<file path="config.mk">
export PLATFORM = sky130hd
export DESIGN_NAME = mem_port_arbiter
export DESIGN_NICKNAME = d
export VERILOG_FILES = /design/src/rtl/memory_types.sv /design/src/rtl/arb_rr2.sv /design/src/rtl/mem_port_arbiter.sv
export SDC_FILE = /design/constraint.sdc
export NUM_CORES = 1
export LEC_CHECK = 0
export BUFFER_PORTS_ARGS = -buffer_cell sky130_fd_sc_hd__buf_4
export CAP_MARGIN = 30
export CORE_AREA = 3 3 209 211
export CTS_BUF_LIST = sky130_fd_sc_hd__clkbuf_16
export DETAILED_ROUTE_END_ITERATION = 6
export DIE_AREA = 0 0 212 214
export GPL_TIMING_DRIVEN = 0
export PLACE_DENSITY = 0.32
export REMOVE_ABC_BUFFERS = 1
export SLEW_MARGIN = 10
export SYNTH_ARGS = -nofsm -noshare
export SYNTH_HDL_FRONTEND = slang
export SYNTH_SLANG_ARGS = --single-unit
</file>
<file path="constraint.sdc">
create_clock -name clk -period 1.7 [get_ports clk]
set_input_delay 0.085 -clock clk [delete_from_list [all_inputs] [get_ports clk]]
set_output_delay 0.085 -clock clk [all_outputs]
set_load 0.01 [all_outputs]
</file>
<file path="src/rtl/memory_types.sv">
// Shared types for the unified-memory port arbiter.
//   arb_state_t  : arbiter FSM states
//   requester_t  : identifies the instruction (I) or load/store (D) requester
//   MAX_MEM_LAT  : largest supported memory read latency
//   LAT_CNT_W    : width of the read-latency down-counter
package memory_types;

    typedef enum logic [1:0] {
        IDLE,
        READ_WAIT,
        READ_RESP
    } arb_state_t;

    typedef enum logic {
        REQ_I,
        REQ_D
    } requester_t;

    localparam int MAX_MEM_LAT = 4;
    localparam int LAT_CNT_W   = $clog2(MAX_MEM_LAT + 1);

endpackage

</file>
<file path="src/rtl/arb_rr2.sv">
// Two-input round-robin pick between the I and D requesters.
// Purely combinational.
//   i_req_i      : instruction requester active
//   d_req_i      : data requester active
//   last_grant_i : requester that won the previous grant
//   winner_o     : selected requester (meaningful only when any_o = 1)
//   any_o        : at least one requester is active
module arb_rr2
    import memory_types::*;
(
    input  logic       i_req_i,
    input  logic       d_req_i,
    input  requester_t last_grant_i,
    output requester_t winner_o,
    output logic       any_o
);

    // NOTE: every output gets a value on every path through this block,
    // otherwise synthesis infers a latch to hold the old value.
    always_comb begin
        any_o    = i_req_i | d_req_i;
        winner_o = REQ_I;
        if (i_req_i && d_req_i) begin
            // On a tie the requester that did not win last time goes first.
            winner_o = (last_grant_i == REQ_I) ? REQ_D : REQ_I;
        end else if (d_req_i) begin
            winner_o = REQ_D;
        end
    end

endmodule

</file>
<file path="src/rtl/mem_port_arbiter.sv">
// Shares one single-ported unified memory between the instruction-fetch
// path (I) and the load/store path (D). Accesses are serialised with a
// round-robin pick, the memory's fixed read latency is absorbed by the
// FSM, and read data comes back with a one-cycle valid pulse.
//   clk, reset           : clock, asynchronous active-high reset
//   i_req/i_addr         : instruction read request and address
//   i_gnt                : instruction request accepted this cycle
//   i_rvalid/i_rdata     : instruction read data, one-cycle pulse
//   d_req/d_we/d_addr    : data request, store select, address
//   d_wdata/d_wmask      : store data and byte enables
//   d_gnt                : data request accepted this cycle
//   d_rvalid/d_rdata     : load data, one-cycle pulse (loads only)
//   mem_*                : physical memory port; mem_rdata is valid
//                          MEM_LAT cycles after the mem_en cycle of a read
//   busy                 : a read is in flight (arbiter not idle)
module mem_port_arbiter
    import memory_types::*;
#(
    parameter int ADDR_W  = 64,
    parameter int DATA_W  = 64,
    parameter int MEM_LAT = 1
) (
    input  logic                clk,
    input  logic                reset,
    input  logic                i_req,
    input  logic [ADDR_W-1:0]   i_addr,
    output logic                i_gnt,
    output logic                i_rvalid,
    output logic [DATA_W-1:0]   i_rdata,
    input  logic                d_req,
    input  logic                d_we,
    input  logic [ADDR_W-1:0]   d_addr,
    input  logic [DATA_W-1:0]   d_wdata,
    input  logic [DATA_W/8-1:0] d_wmask,
    output logic                d_gnt,
    output logic                d_rvalid,
    output logic [DATA_W-1:0]   d_rdata,
    output logic                mem_en,
    output logic                mem_we,
    output logic [ADDR_W-1:0]   mem_addr,
    output logic [DATA_W-1:0]   mem_wdata,
    output logic [DATA_W/8-1:0] mem_wmask,
    input  logic [DATA_W-1:0]   mem_rdata,
    output logic                busy
);

    if (MEM_LAT < 1 || MEM_LAT > MAX_MEM_LAT) begin : g_bad_lat
        $error("mem_port_arbiter: MEM_LAT must be in 1..%0d", MAX_MEM_LAT);
    end
    if (DATA_W % 8 != 0) begin : g_bad_width
        $error("mem_port_arbiter: DATA_W must be a multiple of 8");
    end

    arb_state_t           state_q, state_d;
    logic [LAT_CNT_W-1:0] lat_cnt_q, lat_cnt_d;
    requester_t           last_grant_q, last_grant_d;
    requester_t           owner_q, owner_d;
    logic                 rvalid_q;
    logic                 busy_q;

    requester_t           winner;
    logic                 any_req;
    logic                 grant;
    logic                 is_store;

    arb_rr2 u_rr (
        .i_req_i      (i_req),
        .d_req_i      (d_req),
        .last_grant_i (last_grant_q),
        .winner_o     (winner),
        .any_o        (any_req)
    );

    // Grants happen only from IDLE, and never while reset is held, so a
    // requester cannot see a stray gnt during reset.
    assign grant    = (state_q == IDLE) && any_req && !reset;
    assign is_store = (winner == REQ_D) && d_we;

    assign i_gnt     = grant && (winner == REQ_I);
    assign d_gnt     = grant && (winner == REQ_D);
    assign mem_en    = grant;
    assign mem_we    = d_gnt && d_we;
    assign mem_addr  = (winner == REQ_D) ? d_addr : i_addr;
    assign mem_wdata = d_gnt ? d_wdata : '0;
    assign mem_wmask = d_gnt ? d_wmask : '0;

    // Response data is a straight pass-through of the memory; only the owner
    // of the in-flight read sees it, the other side reads zero.
    assign i_rvalid = rvalid_q && (owner_q == REQ_I);
    assign d_rvalid = rvalid_q && (owner_q == REQ_D);
    assign i_rdata  = i_rvalid ? mem_rdata : '0;
    assign d_rdata  = d_rvalid ? mem_rdata : '0;
    assign busy     = busy_q;

    always_comb begin
        state_d      = state_q;
        lat_cnt_d    = lat_cnt_q;
        last_grant_d = last_grant_q;
        owner_d      = owner_q;
        unique case (state_q)
            IDLE: begin
                if (grant) begin
                    last_grant_d = winner;
                    owner_d      = winner;
                    // A store finishes in its grant cycle; only reads wait.
                    if (!is_store) begin
                        if (MEM_LAT == 1) begin
                            state_d = READ_RESP;
                        end else begin
                            state_d   = READ_WAIT;
                            lat_cnt_d = LAT_CNT_W'(MEM_LAT - 1);
                        end
                    end
                end
            end
            READ_WAIT: begin
                lat_cnt_d = lat_cnt_q - 1'b1;
                if (lat_cnt_q == LAT_CNT_W'(1)) begin
                    state_d = READ_RESP;
                end
            end
            READ_RESP: begin
                state_d = IDLE;
            end
            default: begin
                state_d = IDLE;
            end
        endcase
    end

    // NOTE: state registers use non-blocking assignments so every flop
    // samples the pre-edge value of every other flop.
    always_ff @(posedge clk or posedge reset) begin
        if (reset) begin
            state_q      <= IDLE;
            lat_cnt_q    <= '0;
            last_grant_q <= REQ_D;
            owner_q      <= REQ_I;
            rvalid_q     <= 1'b0;
            busy_q       <= 1'b0;
        end else begin
            state_q      <= state_d;
            lat_cnt_q    <= lat_cnt_d;
            last_grant_q <= last_grant_d;
            owner_q      <= owner_d;
            // Registered copies of the next state's decodes keep the
            // valid pulse and busy flag glitch-free.
            rvalid_q     <= (state_d == READ_RESP);
            busy_q       <= (state_d != IDLE);
        end
    end

endmodule
</file>
Word level (Yosys, flattened, before mapping) --
Cells that the tools add are included.
Cells by class: add/sub/neg operators 1, equality and inequality tests 3, multiplexer cells 12, bitwise gates (word level) 3, reductions and logical operators 13
Operators with widths (number):
- 64-bit 2-to-1 mux | 4
- 1-bit logical AND | 9
- 8-bit 2-to-1 mux | 1
- 2-bit 2-to-1 mux | 3
- 2-bit one-hot mux with 2 select lines | 1
- 3-bit by 1-bit equality test with 1-bit output, second input constant | 1
- 1-bit 2-to-1 mux | 3
- 3-bit by 1-bit subtractor with 3-bit output, second input constant | 1
- 2-bit by 1-bit equality test with 1-bit output, second input constant | 1
- 2-bit equality test, second input constant | 1
- 2-bit logical NOT | 1
- 1-bit NOT | 2
- 2-bit AND reduction | 1
- 2-bit nonzero test | 1
- 1-bit logical NOT | 1
- 1-bit OR | 1
Word-level totals: register bits 9, input port bits 269, output and inout port bits 271, logic and storage cells 38

Logic depth before layout (Yosys ltp) --
Gate-level depths: netlist of the first run.
word-level depth 7, gate-level depth with buffers 5, gate-level depth less buffers 5

Modules after synthesis --
From an unflattened synthesis of the first run, not the netlist that was laid out.
Unflattened totals: cell total of the unflattened synthesis 419, area total of the unflattened synthesis 2822.7 sq um
By module, submodules not included:
- mem_port_arbiter | instances 1, cells an instance 417, area each 2808.9 sq um, seq. area each 226.5 sq um
- arb_rr2 | instances 1, cells an instance 2, area each 13.8 sq um, seq. area each 0.0 sq um

Least setup slack after synthesis of the first run --
Ideal clock, no wire load.
path type flip-flop to output port, start register last_grant_q, end output port mem_addr[35], arrival time 1202 ps, data required time 1615 ps, slack 413 ps, stages on the path, launching flop included 5, path buffers 2, path through dfstp_2 a21boi_4 buf_6 buf_6 mux2_1
On the way: word-level cells in the longest chain between the ends 3
Ends and longest elaborated chain:
- from (decl) | RTL line mem_port_arbiter.sv:56 | requester_t last_grant_q, last_grant_d;
- from (signal assigned) | RTL line mem_port_arbiter.sv:144 | last_grant_q <= last_grant_d;
- 1-bit 2-to-1 mux | RTL line arb_rr2.sv:25 | winner_o = (last_grant_i == REQ_I) ? REQ_D : REQ_I;
- 1-bit 2-to-1 mux | RTL line arb_rr2.sv:23 | if (i_req_i && d_req_i) begin
- 64-bit 2-to-1 mux | RTL line mem_port_arbiter.sv:83 | assign mem_addr = (winner == REQ_D) ? d_addr : i_addr;
- to (decl) | RTL line mem_port_arbiter.sv:40 | output logic [ADDR_W-1:0] mem_addr,
Every way passes these cells.

Worst setup path in the final report of the first run --
start register last_grant_q, end output port mem_addr[47]
The elaborated chain is that of the path after synthesis.

==> results.cfg, run 1 <==
[power]
power_density_normalized_to_cell_area_nw_per_um2 = 394
vdd.ir_drop.worst_mv = 0.218
power.leakage_nw = 4.79

[placement]
placement.setup.worst_slack_ps = -558
numPortBuffers = 539
place.detailed.hpwl_um = 23300
gpl.final_weighted_congestion = 0.783

[setup_path]
path_class = register to output port
cp_slowest_stage_delay_ps = 580
cp_common_cell = sky130_fd_sc_hd__buf_16
r2r_setup_slack_ps = 330
worst_path_dominant_cell_family = buffers and inverters
worstReg2RegEnd = owner_q
timing.rr.start = last_grant_q
crit_path_cell_trace = a21boi_4, clkbuf_16, buf_16, buf_16, mux2_4, buf_6
worst_r2r_path_cells = 5
required_ps = 1620
cp_num_buf_inv = 4
crit_path_start_kind = register
worst_ep_arrival_time_ps = 1810
crit_path_end_kind = output port
timing.critical_path.fanout_max = 15
critPathSlowestCell = sky130_fd_sc_hd__dfstp_2

[sta]
final.setup.tns_ps = -14170
fmax_mhz = 528
timing.final.max_slew_violations = 0
final.min_clock_period_ps = 1890
max_slew.worst_pin.slew_ps = 487
final_period_util_pct = 111
finalSetupViolCount = 123
grt_setup_unrepaired = true
clock-skew-final_ps = 1.47
final_hold_viol_count = 0
finalWorstSetupSlack_ps = -192
worst_slew_margin_relative_to_its_limit_pct = 67.5

[final_layout]
final_common_cell = sky130_fd_sc_hd__buf_4
drive_above_1_share_pct = 79.6
finalNetCount = 1162
areaGrowthSynthToFinish_pct = 230
filler_cell_count = 4764
layout_common_cells = 456 x sky130_fd_sc_hd__buf_4, 97 x sky130_fd_sc_hd__buf_6, 87 x sky130_fd_sc_hd__and3_1, 66 x sky130_fd_sc_hd__and2_1, 49 x sky130_fd_sc_hd__and3_4

[clock_tree]
numCtsBuffers = 3
cts.reportedPaths.clkPinSlew_ps = 40
clk_latency_ps = 230
numClockSinks = 9
ctsLongestPathBuffers = 2
cts_tree = done
cell_chosen_for_the_clock_root = sky130_fd_sc_hd__clkbuf_16
cts-htree-levels = 1

[floorplanning]
die_height_um = 214
die-area_sq_um = 45400
fp-row-count = 75
io_pins = 540
die_x_um = 212
fp.coreArea_sq_um = 41900
start_util_pct = 6.35

[grt]
grt_start_max_net_pins = 57
global_router_s_overall_resource_usage_pct = 10.9
grt_first_pass_wirelength_um = 36400
via_count_of_the_first_global_routing_pass = 5026
grt_overflow = 0
initial_antenna_violation_count = 5

[routing]
dr.first_iter.drc_count = 142
post-route-drc-count = 0
routed_via_density = 3.38
via_count = 4850
avgRoutedWirePerCell_um = 19.0
routed_wl_um = 27300
detail-route-antenna-nets = 0
drtPass1Iterations = 4

[yosys]
yosysWarningCount = 0
post_synth_num_cell_types = 26
mappedNetlistArea_sq_um = 2660
ys_ff_latch = 9
avgSynthCellArea_sq_um = 7.67
synth_cells = 347
seq_area_frac_synth_pct = 8.51

[hold_path]
hold_path.startpoint = d_we
hold-path-endpoint = busy
worstHoldPathType = input port to register
holdPathStages = 3

[run_status]
run_status = finished with violations
violations = setup timing

[run]
timing.max_cap.violations = 0
==> per-layer routing <==
layer | GRT usage [%] | vias up | part of all wire (%)
met5 | 0 | - | 0.12
met4 | 2.68 | 6 | 2.4
met3 | 4.17 | 22 | 12
met2 | 21.6 | 332 | 53
met1 | 10.4 | 2179 | 32
li1 | - | 2311 | -
==> flip-flops by register name, summed over array words and instances, names as in the netlist <==
| name | flops |
|---|---|
| lat_cnt_q | 3 |
| state_q | 2 |
| rvalid_q | 1 |
| owner_q | 1 |
| last_grant_q | 1 |
| busy | 1 |
==> logic make-up (layout without fill, tap and decap cells) <==
| family | after synthesis | after routing | share of synthesized area [%] |
|---|---|---|---|
| mux | 64 | 64 | 28.5 |
| other cells | 0 | 4 | 0 |
| flops | 9 | 9 | 8.51 |
| buf+inv | 50 | 592 | 9.45 |
| simple gates | 212 | 213 | 49.7 |
| xor+xnor | 2 | 2 | 0.658 |
| fa+ha+maj | 2 | 2 | 0.940 |
| compound gates | 8 | 8 | 2.30 |
==> area by class of cell <==
class / instances / area (sq um) / area share [%]
Timing Repair Buffer: 583 / 5170 / 58.8
Multi-Input combinational cell: 289 / 2600 / 29.6
Tap cell: 539 / 674 / 7.68
Sequential cell: 9 / 231 / 2.63
Clock buffer: 3 / 75.1 / 0.854
Inverter: 5 / 18.8 / 0.214
Antenna cell: 4 / 10.0 / 0.114
Clock inverter: 1 / 3.75 / 0.0427
==> worst max path at each step <==
stage	from	end	slack [ps]	cells past startpoint
2_1_floorplan	rvalid_q	i_rdata[0]	-1190	2
3_3_place_gp	state_q[1]	mem_we	-3620	4
3_5_place_dp	last_grant_q	mem_addr[62]	-560	6
4_1_cts	last_grant_q	mem_addr[8]	-230	5
5_1_grt	last_grant_q	mem_addr[34]	-220	6
6_report	last_grant_q	mem_addr[47]	-190	6
==> report_power, final <==
| part | switching, mW | internal (mW) | total (mW) | leakage, nW |
|---|---|---|---|---|
| clock network | 0.102 | 0.307 | 0.409 | 0.0423 |
| registers | 0.0235 | 0.237 | 0.261 | 0.115 |
| logic | 1.12 | 1.67 | 2.79 | 4.63 |
==> worst register-to-register path, delay by kind of cell, from the launching register on <==
kind	cells	cell delay, ps
AOI/OAI and AO/OA	2	240
buffers and inverters	2	290
DFF	1	580
and+or+nand+nor	1	160
==> cell usage after synthesis <==
master,count,share of area [%]
sky130_fd_sc_hd__a21boi_4,1,0.70
sky130_fd_sc_hd__a21o_1,2,0.56
sky130_fd_sc_hd__and2_1,67,16
sky130_fd_sc_hd__and3_1,136,32
sky130_fd_sc_hd__buf_2,7,1.3
sky130_fd_sc_hd__buf_4,4,1.1
sky130_fd_sc_hd__buf_6,5,2.1
sky130_fd_sc_hd__clkbuf_1,27,3.8
sky130_fd_sc_hd__clkbuf_2,2,0.38
sky130_fd_sc_hd__dfrtp_1,8,7.5
sky130_fd_sc_hd__dfstp_2,1,0.99
sky130_fd_sc_hd__ha_1,2,0.94
sky130_fd_sc_hd__inv_1,5,0.70
sky130_fd_sc_hd__mux2_1,1,0.42
sky130_fd_sc_hd__mux2_2,53,22
sky130_fd_sc_hd__mux2_4,10,5.6
sky130_fd_sc_hd__nand2_1,1,0.14
sky130_fd_sc_hd__nand2b_1,2,0.47
sky130_fd_sc_hd__nor2_1,2,0.28
sky130_fd_sc_hd__nor2b_1,3,0.70
sky130_fd_sc_hd__nor3_2,1,0.38
sky130_fd_sc_hd__o21ai_0,2,0.38
sky130_fd_sc_hd__o21ai_1,1,0.19
sky130_fd_sc_hd__o22ai_1,2,0.47
sky130_fd_sc_hd__xnor2_1,1,0.33
sky130_fd_sc_hd__xor2_1,1,0.33
==> stage by stage <==
stage               std cells  total power, mW  instance area [sq um]  utilization, %  hold WS [ps]
floorplan                 302             1.02                   2430               -         -87.8
finish                   1433             3.46                   8790            20.9           228
CTS                      1425             3.44                   8510            20.3           304
global placement         1380             2.43                   7150            17.0           107
global route             1430             3.67                   8780            20.9           252
detailed placement       1392             2.55                   7440            17.7           111
==> what timing repair did <==
action,CTS,global route
buffers inserted,22,4
endpoints found under the setup margin,211,136
cloned,6,4
hold buffers,1,0
pin swaps,21,9
hold endpoints to repair,8,0
gates resized for setup,162,49
Power figures use the tool's default switching activity.
==> run 2: changes to the inputs <==
--- a/config.mk
+++ b/config.mk
@@ -7,12 +7,14 @@
 export LEC_CHECK = 0
 export BUFFER_PORTS_ARGS = -buffer_cell sky130_fd_sc_hd__buf_4
 export CAP_MARGIN = 30
-export CORE_AREA = 3 3 209 211
+export CELL_PAD_IN_SITES_DETAIL_PLACEMENT = 2
+export CELL_PAD_IN_SITES_GLOBAL_PLACEMENT = 2
+export CORE_AREA = 3 3 211 213
 export CTS_BUF_LIST = sky130_fd_sc_hd__clkbuf_16
 export DETAILED_ROUTE_END_ITERATION = 6
-export DIE_AREA = 0 0 212 214
+export DIE_AREA = 0 0 214 216
 export GPL_TIMING_DRIVEN = 0
-export PLACE_DENSITY = 0.32
+export PLACE_DENSITY = 0.61
 export REMOVE_ABC_BUFFERS = 1
 export SLEW_MARGIN = 10
 export SYNTH_ARGS = -nofsm -noshare
==> results.cfg, run 2 (synthesis results as in run 1) <==
[run_status]
run_status = finished with violations
violations = setup timing

[clock_tree]
clk_latency_ps = 230
cell_chosen_for_the_clock_root = sky130_fd_sc_hd__clkbuf_16
numCtsBuffers = 3
numClockSinks = 9
cts-htree-levels = 1
ctsLongestPathBuffers = 2
cts.reportedPaths.clkPinSlew_ps = 40
cts_tree = done

[sta]
final_period_util_pct = 110
clock-skew-final_ps = 5.00
grt_setup_unrepaired = true
worst_slew_margin_relative_to_its_limit_pct = 74.9
final.min_clock_period_ps = 1870
finalWorstSetupSlack_ps = -173
finalSetupViolCount = 111
final_hold_viol_count = 0
timing.final.max_slew_violations = 0
max_slew.worst_pin.slew_ps = 376
fmax_mhz = 534

[final_layout]
largest_register_ffs = 3
post-route-util_pct = 21.7
filler_cell_count = 4926
largest_registers = lat_cnt_q x3, state_q x2
finalNetCount = 1187
multi_input_area_sq_um = 2630
layout_common_cells = 460 x sky130_fd_sc_hd__buf_4, 107 x sky130_fd_sc_hd__buf_6, 92 x sky130_fd_sc_hd__and3_1, 63 x sky130_fd_sc_hd__and2_1, 56 x sky130_fd_sc_hd__mux2_4
layout.area.seq_sq_um = 229
areaGrowthSynthToFinish_pct = 249
final_common_cell = sky130_fd_sc_hd__buf_4
largest-register = lat_cnt_q
drive_above_1_share_pct = 79.8
final-instance-count-excl-fill = 1502

[setup_path]
crit_path_end_kind = output port
worst_r2r_path_cells = 6
timing.critical_path.fanout_max = 7
path_class = register to output port
timing.rr.start = last_grant_q
crit_path_start_kind = register
required_ps = 1620
r2r_setup_slack_ps = 210
worst_ep_arrival_time_ps = 1790
worstReg2RegEnd = busy

[grt]
via_count_of_the_first_global_routing_pass = 5666
grt_overflow = 0
global_router_s_overall_resource_usage_pct = 13.5
initial_antenna_violation_count = 19
grt_start_max_net_pins = 59
grt_first_pass_wirelength_um = 45200

[floorplanning]
die_height_um = 216
die_x_um = 214
fp-row-count = 76
io_pins = 540
die-area_sq_um = 46200
start_util_pct = 6.21
fp.coreArea_sq_um = 42900

[routing]
routed_wl_um = 34300
drtPass1Iterations = 4
avgRoutedWirePerCell_um = 22.8
detail-route-antenna-nets = 0
dr.first_iter.drc_count = 119
routed_via_density = 3.45
via_count = 5187
post-route-drc-count = 0

[run]
timing.max_cap.violations = 0

[placement]
numPortBuffers = 539
place_inst = 1437
place.detailed.hpwl_um = 27400
gpl.final_weighted_congestion = 0.813

[hold_path]
holdPathStages = 3
worstHoldPathType = input port to register
hold_path.startpoint = d_we
hold-path-endpoint = rvalid_q

[power]
power.leakage_nw = 5.06
power_density_normalized_to_cell_area_nw_per_um2 = 414
vdd.ir_drop.worst_mv = 0.206
run 2: changes by cell type in the layout (fill, tap and decap cells not counted), sizes merged:
cell    before  now
clkbuf       7   10
bufbuf       0    1
diode        4    2
buf        578  599
run 2: metal layers:
layer | global-route usage (%) | part of all wire (%)
met4 | 2.55 | 2.0
met5 | 0 | 0.67
met3 | 7.22 | 12
met1 | 12.4 | 32
met2 | 26.4 | 53
run 2: repair_timing:
action / in CTS / in global routing
cloned: 14 / 7
gates resized for setup: 106 / 125
hold endpoints to repair: 8 / 0
hold buffers: 1 / 0
setup endpoints to repair: 184 / 145
setup buffers: 25 / 15
pin swaps: 3 / 24
run 2: worst max-delay path by stage:
stage / start / end / depth (start not counted)
2_1_floorplan: rvalid_q / i_rdata[0] / 2
3_3_place_gp: rvalid_q / i_rdata[39] / 3
3_5_place_dp: owner_q / i_rdata[39] / 5
4_1_cts: last_grant_q / mem_addr[42] / 6
5_1_grt: last_grant_q / mem_addr[44] / 6
6_report: last_grant_q / mem_addr[49] / 6
run 2: layout make-up:
| cell class | count | share of cell area, % |
|---|---|---|
| timing repair buffer | 608 | 60.3 |
| clock inverter | 1 | 0.0404 |
| antenna | 2 | 0.0539 |
| clock buffer | 3 | 0.808 |
| inverter | 5 | 0.202 |
| sequential | 9 | 2.46 |
| multi-input combinational | 289 | 28.3 |
| tap | 585 | 7.88 |
run 2: power breakdown:
group          switching, mW  internal, mW  total (mW)  leakage (nW)
Combinational           1.29          1.89        3.19          4.90
Sequential            0.0194         0.235       0.254         0.115
Clock                  0.100         0.307       0.407        0.0423
run 2: metrics by stage:
step                hold slack (ps)  instance area, sq um  power [mW]  setup WS (ps)  TNS [ps]
finish                          211                  9290        3.85           -173    -10100
global route                    212                  9280        4.07           -208    -15750
CTS                             210                  8570        3.62           -168    -10310
detailed placement              103                  7460        2.57           -328    -18770
global placement               80.3                  7210        2.44          -3690   -601990
floorplan                     -87.8                  2430        1.02          -1190   -220090
run 2: critical path, stage by stage (launching register included):
cell and delay, ps:
sky130_fd_sc_hd__dfstp_2 550, sky130_fd_sc_hd__a21boi_4 80, sky130_fd_sc_hd__buf_12 150, sky130_fd_sc_hd__buf_16 160, sky130_fd_sc_hd__clkbuf_16 170, sky130_fd_sc_hd__mux2_4 300, sky130_fd_sc_hd__buf_6 130
==> run 3: changes to the inputs <==
--- a/config.mk
+++ b/config.mk
@@ -7,15 +7,15 @@
 export LEC_CHECK = 0
 export BUFFER_PORTS_ARGS = -buffer_cell sky130_fd_sc_hd__buf_4
 export CAP_MARGIN = 30
-export CELL_PAD_IN_SITES_DETAIL_PLACEMENT = 2
-export CELL_PAD_IN_SITES_GLOBAL_PLACEMENT = 2
-export CORE_AREA = 3 3 211 213
+export CORE_AREA = 3 3 209 211
 export CTS_BUF_LIST = sky130_fd_sc_hd__clkbuf_16
+export CTS_CLUSTER_SIZE = 30
 export DETAILED_ROUTE_END_ITERATION = 6
-export DIE_AREA = 0 0 214 216
+export DIE_AREA = 0 0 212 214
 export GPL_TIMING_DRIVEN = 0
-export PLACE_DENSITY = 0.61
+export PLACE_DENSITY = 0.32
 export REMOVE_ABC_BUFFERS = 1
+export SKIP_CTS_REPAIR_TIMING = 1
 export SLEW_MARGIN = 10
 export SYNTH_ARGS = -nofsm -noshare
 export SYNTH_HDL_FRONTEND = slang
==> results.cfg, run 3 (synthesis results as in run 1) <==
[run_status]
violations = setup timing
run_status = finished with violations

[setup_path]
worstReg2RegEnd = rvalid_q
r2r_setup_slack_ps = 350
crit_path_start_kind = register
crit_path_end_kind = output port
critPathSlowestCell = sky130_fd_sc_hd__dfstp_2
worst_r2r_path_cells = 4
worst_ep_arrival_time_ps = 1840
timing.rr.start = last_grant_q
timing.critical_path.fanout_max = 11
worst_path_dominant_cell_family = buffers and inverters
cp_slowest_stage_delay_ps = 380
required_ps = 1620
crit_path_cell_trace = a21boi_4, clkbuf_16, buf_16, clkbuf_16, mux2_2, buf_4
path_class = register to output port
cp_common_cell = sky130_fd_sc_hd__clkbuf_16
cp_num_buf_inv = 4

[floorplanning]
io_pins = 540
die_height_um = 214
start_util_pct = 6.35
fp.coreArea_sq_um = 41900
fp-row-count = 75
die_x_um = 212
die-area_sq_um = 45400

[grt]
grt_first_pass_wirelength_um = 34700
grt_start_max_net_pins = 57
grt.met3_usage_pct = 4.12
global_router_s_overall_resource_usage_pct = 10.4
groute.layer.met1.usage_pct = 9.66
grt_overflow = 0
grt-busiest-layer = met2
grt_util_met2_pct = 21.2
initial_antenna_violation_count = 5
via_count_of_the_first_global_routing_pass = 4779

[clock_tree]
cts_tree = done
cts-htree-levels = 1
cell_chosen_for_the_clock_root = sky130_fd_sc_hd__clkbuf_16
numClockSinks = 9
cts.reportedPaths.clkPinSlew_ps = 40
ctsLongestPathBuffers = 2
numCtsBuffers = 3
clk_latency_ps = 230

[final_layout]
largest_register_ffs = 3
post-route-util_pct = 19.8
final_common_cell = sky130_fd_sc_hd__buf_4
largest-register = lat_cnt_q
finalNetCount = 1161
drive_above_1_share_pct = 75.3
areaGrowthSynthToFinish_pct = 211
largest_registers = lat_cnt_q x3, state_q x2
layout.cell_area.non_filler_sq_um = 8290
final-instance-count-excl-fill = 1432
layout_common_cells = 504 x sky130_fd_sc_hd__buf_4, 123 x sky130_fd_sc_hd__and3_1, 67 x sky130_fd_sc_hd__and2_1, 57 x sky130_fd_sc_hd__buf_6, 37 x sky130_fd_sc_hd__mux2_4

[power]
p_comb_share_pct = 79.4
design_power_total_mw = 3.27
power.switching_fraction_pct = 36.4
power.share.sequential_pct = 8.1
cellInternalPower_mw = 2.08
p_sw_mw = 1.19
vdd.ir_drop.worst_mv = 0.199
power.leakage_nw = 4.72
power_density_normalized_to_cell_area_nw_per_um2 = 395
clk_pwr_share_pct = 12.5

[placement]
numPortBuffers = 539
gpl.final_weighted_congestion = 0.783
place.detailed.hpwl_um = 23300
place_area_sq_um = 7440
place_inst = 1392

[routing]
routed_wl_um = 26900
post-route-drc-count = 0
via_count = 4800
dr.first_iter.drc_count = 131
avgRoutedWirePerCell_um = 18.8
detail-route-antenna-nets = 0
routed_via_density = 3.35
drtPass1Iterations = 4

[hold_path]
holdPathStages = 3
hold-path-endpoint = rvalid_q
hold_path.startpoint = d_we
worstHoldPathType = input port to register

[sta]
final.setup.tns_ps = -13710
max_slew.worst_pin.slew_ps = 495
timing.final.max_slew_violations = 0
worst_slew_margin_relative_to_its_limit_pct = 67.0
final_hold_viol_count = 0
finalSetupViolCount = 109
fmax_mhz = 519
finalWorstSetupSlack_ps = -227
final.min_clock_period_ps = 1930
clock-skew-final_ps = 0.408
grt_setup_unrepaired = true
final_period_util_pct = 113

[run]
timing.max_cap.violations = 0
## run 3: changes by cell type in the layout (fill, tap and decap cells not counted), sizes merged
cell | previous run | this run
buf | 599 | 576
clkbuf | 10 | 8
diode | 2 | 4
bufbuf | 1 | 0
## run 3: how the worst max path moves through the flow
stage / startpoint / depth (start not counted) / to / slack [ps]
3_3_place_gp: state_q[1] / 4 / mem_we / -3620
4_1_cts: last_grant_q / 6 / mem_addr[62] / -810
5_1_grt: last_grant_q / 6 / mem_addr[22] / -290
6_report: last_grant_q / 6 / mem_addr[22] / -230
2_1_floorplan: rvalid_q / 2 / i_rdata[0] / -1190
3_5_place_dp: last_grant_q / 6 / mem_addr[62] / -560
## run 3: layout make-up
class	instances	area, sq um
fill	4787	33700
timing repair buffer	582	4900
multi-input combinational	289	2380
tap	539	674
sequential	9	231
clock buffer	3	75.1
inverter	5	18.8
antenna	4	10.0
clock inverter	1	3.75
## run 3: power by group through the flow
| stage | sequential [mW] | combinational (mW) | clock, mW |
|---|---|---|---|
| finish | 0.264 | 2.60 | 0.410 |
| global route | 0.267 | 2.77 | 0.435 |
| floorplan | 0.293 | 0.727 | 0 |
| detailed placement | 0.297 | 2.25 | 0 |
| CTS | 0.293 | 2.25 | 0.414 |
| global placement | 0.358 | 2.07 | 0 |
## run 3: layer usage
layer / part of all wire [%] / up-vias / wire length (um)
met3: 12 / 12 / 3160
met4: 1.0 / 6 / 272
li1: - / 2301 / -
met1: 32 / 2167 / 8730
met2: 55 / 314 / 14700
met5: 0.13 / - / 34
## run 3: stage by stage
stage	hold slack, ps	setup WS [ps]
floorplan	-87.8	-1190
global placement	107	-3620
detailed placement	111	-558
CTS	-135	-808
global route	331	-287
finish	299	-227
## run 3: worst reg2reg max path, stage by stage (launching register included)
cell and delay, ps:
sky130_fd_sc_hd__dfstp_2 380, sky130_fd_sc_hd__a21boi_4 240, sky130_fd_sc_hd__buf_6 240, sky130_fd_sc_hd__and2_1 250, sky130_fd_sc_hd__o22ai_1 100
